==> src/rtl/pipe_ctrl_pkg.sv <==
// Shared types and constants for the pipeline stall/flush sequencer.
package pipe_ctrl_pkg;

    typedef enum logic [1:0] {
        RUN      = 2'd0,
        LU_STALL = 2'd1,
        FREEZE   = 2'd2
    } pipe_state_e;

    localparam int CNT_W_DEFAULT = 32;

endpackage

==> src/rtl/stall_flush_ctrl_sat_counter.sv <==
// Saturating up-counter: counts qualifying cycles and sticks at all-ones.
module sat_counter #(
    parameter int W = 32
) (
    input  logic         clk,
    input  logic         rst,
    input  logic         inc,
    output logic [W-1:0] q
);

    localparam logic [W-1:0] ALL_ONES = {W{1'b1}};
    localparam logic [W-1:0] ONE      = {{(W-1){1'b0}}, 1'b1};

    // counter register, held once it reaches all-ones
    always_ff @(posedge clk) begin
        if (rst) begin
            q <= {W{1'b0}};
        end else if (inc && (q != ALL_ONES)) begin
            q <= q + ONE;
        end else begin
            q <= q;
        end
    end

endmodule

==> src/rtl/stall_flush_ctrl.sv <==
// Pipeline sequencer: turns load-use, branch and memory-wait requests into
// per-stage write enables, IF/ID flush and ID/EX bubble, with event counters.
module stall_flush_ctrl
    import pipe_ctrl_pkg::*;
#(
    parameter int LOAD_STALL_CYCLES = 1,
    parameter int CNT_W             = CNT_W_DEFAULT
) (
    input  logic             clk,
    input  logic             rst,
    input  logic             stall_req,
    input  logic             branch_taken,
    input  logic             mem_busy,
    output logic             pc_write,
    output logic             ifid_write,
    output logic             ifid_flush,
    output logic             idex_write,
    output logic             idex_bubble,
    output logic             exmem_write,
    output logic [CNT_W-1:0] stall_cycles,
    output logic [CNT_W-1:0] flush_count,
    output logic [CNT_W-1:0] freeze_cycles
);

    localparam logic [3:0] STALL_RELOAD = 4'(LOAD_STALL_CYCLES - 1);
    localparam bit         MULTI_STALL  = (LOAD_STALL_CYCLES > 1) ? 1'b1 : 1'b0;

    pipe_state_e state_r;
    pipe_state_e state_s;
    pipe_state_e ret_state_r;
    pipe_state_e ret_state_s;
    pipe_state_e eval_state_s;
    logic [3:0]  cnt_r;
    logic [3:0]  cnt_s;
    logic        freeze_inc_s;

    // FSM, return-state and stall countdown registers
    always_ff @(posedge clk) begin
        if (rst) begin
            state_r     <= RUN;
            ret_state_r <= RUN;
            cnt_r       <= 4'd0;
        end else begin
            state_r     <= state_s;
            ret_state_r <= ret_state_s;
            cnt_r       <= cnt_s;
        end
    end

    // next-state and output decode; a released freeze behaves as its saved state
    always_comb begin
        pc_write     = 1'b1;
        ifid_write   = 1'b1;
        ifid_flush   = 1'b0;
        idex_write   = 1'b1;
        idex_bubble  = 1'b0;
        exmem_write  = 1'b1;
        state_s      = state_r;
        ret_state_s  = ret_state_r;
        cnt_s        = cnt_r;
        eval_state_s = (state_r == FREEZE) ? ret_state_r : state_r;

        if (rst) begin
            state_s     = RUN;
            ret_state_s = RUN;
            cnt_s       = 4'd0;
        end else if (mem_busy) begin
            pc_write    = 1'b0;
            ifid_write  = 1'b0;
            idex_write  = 1'b0;
            exmem_write = 1'b0;
            state_s     = FREEZE;
            ret_state_s = eval_state_s;
        end else begin
            case (eval_state_s)
                LU_STALL: begin
                    pc_write    = 1'b0;
                    ifid_write  = 1'b0;
                    idex_bubble = 1'b1;
                    cnt_s       = cnt_r - 4'd1;
                    if (cnt_r == 4'd1) begin
                        state_s = RUN;
                    end else begin
                        state_s = LU_STALL;
                    end
                end
                RUN: begin
                    // a taken branch squashes the consumer, so stall_req is moot
                    if (branch_taken) begin
                        ifid_flush = 1'b1;
                        state_s    = RUN;
                    end else if (stall_req) begin
                        pc_write    = 1'b0;
                        ifid_write  = 1'b0;
                        idex_bubble = 1'b1;
                        if (MULTI_STALL) begin
                            state_s = LU_STALL;
                            cnt_s   = STALL_RELOAD;
                        end else begin
                            state_s = RUN;
                        end
                    end else begin
                        state_s = RUN;
                    end
                end
                default: begin
                    state_s = RUN;
                end
            endcase
        end
    end

    assign freeze_inc_s = mem_busy & ~rst;

    sat_counter #(.W(CNT_W)) u_stall_cnt (
        .clk (clk),
        .rst (rst),
        .inc (idex_bubble),
        .q   (stall_cycles)
    );

    sat_counter #(.W(CNT_W)) u_flush_cnt (
        .clk (clk),
        .rst (rst),
        .inc (ifid_flush),
        .q   (flush_count)
    );

    sat_counter #(.W(CNT_W)) u_freeze_cnt (
        .clk (clk),
        .rst (rst),
        .inc (freeze_inc_s),
        .q   (freeze_cycles)
    );

endmodule

==> config.mk <==
export PLATFORM = sky130hd
export DESIGN_NAME = stall_flush_ctrl
export DESIGN_NICKNAME = d
export VERILOG_FILES = /design/src/rtl/pipe_ctrl_pkg.sv /design/src/rtl/stall_flush_ctrl_sat_counter.sv /design/src/rtl/stall_flush_ctrl.sv
export SDC_FILE = /design/constraint.sdc
export NUM_CORES = 1
export LEC_CHECK = 0
export ABC_AREA = 1
export ABC_CLOCK_PERIOD_IN_PS = 2050
export BUFFER_PORTS_ARGS = -buffer_cell sky130_fd_sc_hd__buf_4
export CAP_MARGIN = 20
export CELL_PAD_IN_SITES_DETAIL_PLACEMENT = 1
export CELL_PAD_IN_SITES_GLOBAL_PLACEMENT = 1
export CORE_MARGIN = 1.5
export CORE_UTILIZATION = 39
export DETAILED_ROUTE_END_ITERATION = 10
export PLACE_DENSITY = 0.81
export RECOVER_POWER = 100
export SYNTH_ARGS = -nofsm -noshare
export SYNTH_HDL_FRONTEND = slang
export SYNTH_SLANG_ARGS = --single-unit
==> constraint.sdc <==
create_clock -name clk -period 2.05 [get_ports clk]
set_input_delay 0.1025 -clock clk [delete_from_list [all_inputs] [get_ports clk]]
set_output_delay 0.1025 -clock clk [all_outputs]
set_load 0.05 [all_outputs]
# After elaboration in Yosys (flattened, before gate mapping)
# Index checks and enable logic that the tools add are counted.
# totals
reg_bits	104
# classes
n_bitwise	4
n_eq_ne	6
reduce_logical	6
muxes	20
addsub	4
# op_table
op	count
32-bit by 1-bit adder with 32-bit output, second input constant	3
32-bit != test, second input constant	3
1-bit 2-to-1 mux	15
2-bit 2-to-1 mux	3
4-bit by 1-bit == test with 1-bit output, second input constant	1
1-bit one-hot mux with 2 select lines	2
4-bit by 1-bit subtractor with 4-bit output, second input constant	1
1-bit logical AND	3
1-bit inverter	3
3-bit OR reduction	1
2-bit by 1-bit == test with 1-bit output, second input constant	1
2-bit == test, second input constant	1
2-bit zero test	1
2-bit AND reduction	1
1-bit AND	1

# Longest topological paths before layout
# logic_depth
ltp_word	7
ltp_mapped	11
ltp_nobuf	11

# Hierarchy
# From an unflattened synthesis, not the netlist that was laid out.
# unflattened
cells_unflattened	1036
hier_area_um2	6667.6
# by_module_without_submodules
module	n_inst	seq_area_each_um2	cells_per_inst	area_per_inst_um2
sat_counter	3	640.6	324	2062.0
stall_flush_ctrl	1	160.2	64	481.7

# Least setup slack after synthesis
# No wires, ideal clock.
# synth_path
path_type	reg2reg
start	reg u_freeze_cnt.q[0]
end	reg u_freeze_cnt.q[19]
path_buffers	2
setup_time_ps	71
path_stages_with_launch	12
arrival_time_ps	1994
required_ps	1979
period_less_slack_ps	2065
slack_ps	-15
path_cell_list	dfxtp_1 ha_1 inv_1 nor2_2 nand2_4 nor2_8 nand2_4 nand2_4 buf_12 buf_12 nand2_1 a21oi_2
# synth_between
elab_chain_len	2
word_cells_on_any_way	3
cone_classes	1 x add/sub; 1 x eq/ne; 1 x reduce/logical
# synth_rtl
element	line	rtl
start: declaration	stall_flush_ctrl_sat_counter.sv:8	output logic [W-1:0] q
start signal: assignment	stall_flush_ctrl_sat_counter.sv:17	q <= {W{1'b0}};
start signal: assignment	stall_flush_ctrl_sat_counter.sv:19	q <= q + ONE;
start signal: assignment	stall_flush_ctrl_sat_counter.sv:21	q <= q;
parallel branches: the longest is 2 deep, another holds 32-bit by 1-bit adder with 32-bit output	-	
# Several ways; the timed one is not identified.
# A chain may end at the register's enable or synchronous reset.

# Worst setup path in the final report
# layout_path
start	reg u_freeze_cnt.q[0]
end	reg u_freeze_cnt.q[30]
# The elaborated chain is that of the path after synthesis.

==> impl_metrics.py <==
metrics = {
    "critical_path": {
        "critPathBufInv": 2,
        "endpoint_kind": "register",
        "cpPeakStageDelay_ps": 370,
        "arrival_ps": 2200,
        "required_ps": 2330,
        "r2r_end": "u_freeze_cnt.q[30]$_SDFFE_PP0P_",
        "r2r_setup_slack_ps": 130,
        "crit_slowest_cell": "dfxtp_2",
        "path_class": "reg -> reg",
        "startpoint_type": "register",
        "critPathMaxFanout": 16,
        "regToRegStartpoint": "u_freeze_cnt.q[0]$_SDFFE_PP0P_",
        "timing.critical_path.mode_cell": "nand2_4",
        "critPathTopFamily": "simple AND/OR/NAND/NOR gates",
        "worstPathCellList": "ha_1 > inv_1 > nor2_2 > nand2_4 > nor2_8 > nand2_4 > nand2_4 > buf_8 > nand2_1 > a21oi_1",
        "rr_worst_depth": 10,
    },
    "synthesis": {
        "netlist_instances": 1116,
        "synth_top_area_share_pct": 30.05,
        "synthTopCellsByCount": "nand2_1 (417), nor2_1 (184), dfxtp_1 (104)",
        "seq_area_frac_synth_pct": 30.05,
        "yosysMostFrequentCell": "nand2_1",
        "async_reset_ff_share_pct": 0,
        "syn-cell-area_sq_mm": 0.006929,
        "yosysTopAreaCell": "dfxtp_1",
        "ys.flop_type": "dfxtp_1",
        "yosysUniqueCellTypes": 32,
        "syn_area_per_cell_sq_um": 6.209,
        "yosys-top-cells-area": "dfxtp_1 (30%), nand2_1 (23%), nor2_1 (10%)",
        "synth_edf_count": 0,
        "yosysWarnings": 0,
        "synth_fp_nets": 1126,
        "synth_seq_cells": 104,
    },
    "sta": {
        "report.final.slew_viol_count": 0,
        "period_needed_ps": 1918,
        "slew_headroom_pct": 54.01,
        "max_freq_ghz": 0.5213,
        "holdWs_ps": 78.01,
        "fin_skew_ps": 8.773,
        "finalSetupViolCount": 0,
        "hold_viol": 0,
        "rsz0062_at_grt": "no",
        "tightest_slew_ps": 692.8,
        "finalSetupTns_ps": 0,
        "worst_slack_ps": 131.8,
        "finalCritPeriodShare_pct": 93.57,
    },
    "layout": {
        "final_cells": 1501,
        "post-route-util_pct": 47.22,
        "fin_nets": 1280,
        "syn_to_final_growth_pct": 18.27,
        "layout-drive-gt1-share_pct": 14.67,
    },
    "clock_tree": {
        "cts_tree": "built",
        "cts.sinks": 104,
        "clock_latency_ps": 360,
        "htree_levels": 3,
        "clock-root-buffer": "clkbuf_16",
        "numCtsBuffers": 9,
        "cts_buffer_depth": 2,
        "cts_hold_buf": 0,
        "path_clk_slew_ps": 80,
    },
    "detailed_routing": {
        "first_pass_iters": 4,
        "via_per_inst": 4.999,
        "routedWlPerCell_microns": 15.33,
        "drtIter0Drc": 316,
        "drc": 0,
        "routed_wl_mm": 23.01,
        "ant_nets": 0,
        "vias": 7503,
    },
    "global_route": {
        "grt_pass1_wl_mm": 37.06,
        "grt_usage_pct": 25.23,
        "grt_max_degree": 47,
        "overflow": 0,
        "grt_pass1_vias": 7523,
        "antenna_found_initial": 1,
    },
    "placed_design": {
        "dp_slack_ps": 37.81,
        "dp_hpwl_mm": 17.25,
        "place_congestion": 0.8887,
        "portBuffers": 106,
        "numPlacedInstances": 1479,
    },
    "pwr": {
        "leakagePower_nw": 2.951,
        "pwr_density_cell_mw_per_mm2": 532.5,
        "max-vdd-ir-drop_mv": 0.4580,
    },
    "floorplanning": {
        "die_w_microns": 136.3,
        "rows": 48,
        "coreArea_sq_mm": 0.01736,
        "start_util_pct": 39.92,
        "dieArea_sq_mm": 0.01858,
        "die_h_microns": 136.3,
        "pin_count": 107,
    },
    "worst_hold_path": {
        "hold_path_end": "ret_state_r[1]$_SDFFE_PP0P_",
        "min_path_cells": 4,
        "hold_class": "in -> reg",
        "min_from": "mem_busy",
    },
    "status": {
        "outcome": "finished clean",
    },
    "flow_run": {
        "cap_violations": 0,
    },
}
-- worst max path at each step --
stage                                         startpoint                               to  slack (ps)  depth (start not counted)
final                     u_freeze_cnt.q[0]$_SDFFE_PP0P_  u_freeze_cnt.q[30]$_SDFFE_PP0P_         130                         10
after global routing      u_freeze_cnt.q[0]$_SDFFE_PP0P_  u_freeze_cnt.q[12]$_SDFFE_PP0P_           7                         10
after CTS                 u_freeze_cnt.q[0]$_SDFFE_PP0P_  u_freeze_cnt.q[30]$_SDFFE_PP0P_          20                         10
after detailed placement  u_freeze_cnt.q[0]$_SDFFE_PP0P_  u_freeze_cnt.q[11]$_SDFFE_PP0P_          40                         10
after global placement    u_freeze_cnt.q[0]$_SDFFE_PP0P_  u_freeze_cnt.q[12]$_SDFFE_PP0P_         100                         10
after floorplan            u_stall_cnt.q[1]$_SDFFE_PP0P_    u_stall_cnt.q[0]$_SDFFE_PP0P_          30                         11
-- cell usage in the layout (no fill, tap or decap), drive strengths merged, types with 2 or more instances in the layout --
| cell type | count |
|---|---|
| o21ai | 14 |
| nor2 | 203 |
| a31oi | 2 |
| nand3b | 2 |
| dfxtp | 104 |
| clkbuf | 112 |
| xor2 | 25 |
| buf | 68 |
| nand3 | 56 |
| nand4 | 15 |
| ha | 5 |
| a21oi | 78 |
| xnor2 | 15 |
| inv | 98 |
| nand2 | 466 |
| bufinv | 3 |
| nor3 | 5 |
-- layout make-up --
| class | count | area, sq um |
|---|---|---|
| clock buffers | 10 | 239.0 |
| repair buffers | 170 | 902.1 |
| flip-flops and latches | 104 | 2090 |
| clock inverters | 6 | 115.1 |
| diodes | 1 | 2.502 |
| multi-input cells | 888 | 4194 |
| inverters | 97 | 371.6 |
| well taps | 225 | 281.5 |
| fillers | 2506 | 9161 |
-- logic make-up (layout without fill, tap and decap cells) --
| kind of cell | after synthesis | after routing | share of synthesized area [%] |
|---|---|---|---|
| AO/OA/AOI/OAI | 95 | 95 | 9.119 |
| XOR/XNOR | 40 | 40 | 5.056 |
| adder cells (fa/ha/maj) | 5 | 5 | 0.9029 |
| buffers and inverters | 125 | 283 | 8.649 |
| flip-flops | 104 | 104 | 30.05 |
| other | 0 | 1 | 0 |
| AND/OR/NAND/NOR | 747 | 748 | 46.23 |
-- sequential cells by signal (all words and copies together) (netlist names) --
name            cells
cnt_r               4
ret_state_r         2
state_r             2
u_flush_cnt.q      32
u_freeze_cnt.q     32
u_stall_cnt.q      32
-- worst register-to-register path, delay by kind of cell (launching register included) --
family	cells	cell delay, ps
adder cells (fa/ha/maj)	1	230
AND/OR/NAND/NOR	6	760
buffers and inverters	2	310
flip-flops	1	370
AO/OA/AOI/OAI	1	150
-- repair_timing --
action | 4_1_cts | 5_1_grt
resized for setup | 0 | 5
setup buffers | 0 | 4
setup endpoints to repair | 0 | 59
-- stage by stage --
step	area, sq um	total power [mW]
finish	8195	4.364
floorplan	6934	2.258
global placement	8244	2.310
global route	8193	4.491
CTS	8598	4.417
detailed placement	8244	2.313
-- power breakdown --
part | internal [mW] | switching, mW | leakage, nW
combinational | 0.0433 | 0.174 | 1.94
clock | 1.24 | 0.874 | 0.169
sequential | 2.03 | 0.00948 | 0.841
total | 3.31 | 1.06 | 2.95
-- per-layer routing --
metal	GRT usage, %	routed length [microns]
met5	0	9
met1	32.07	10570
met2	43.91	10950
met4	7.801	417
met3	3.617	1066
Power figures use the tool's default switching activity.
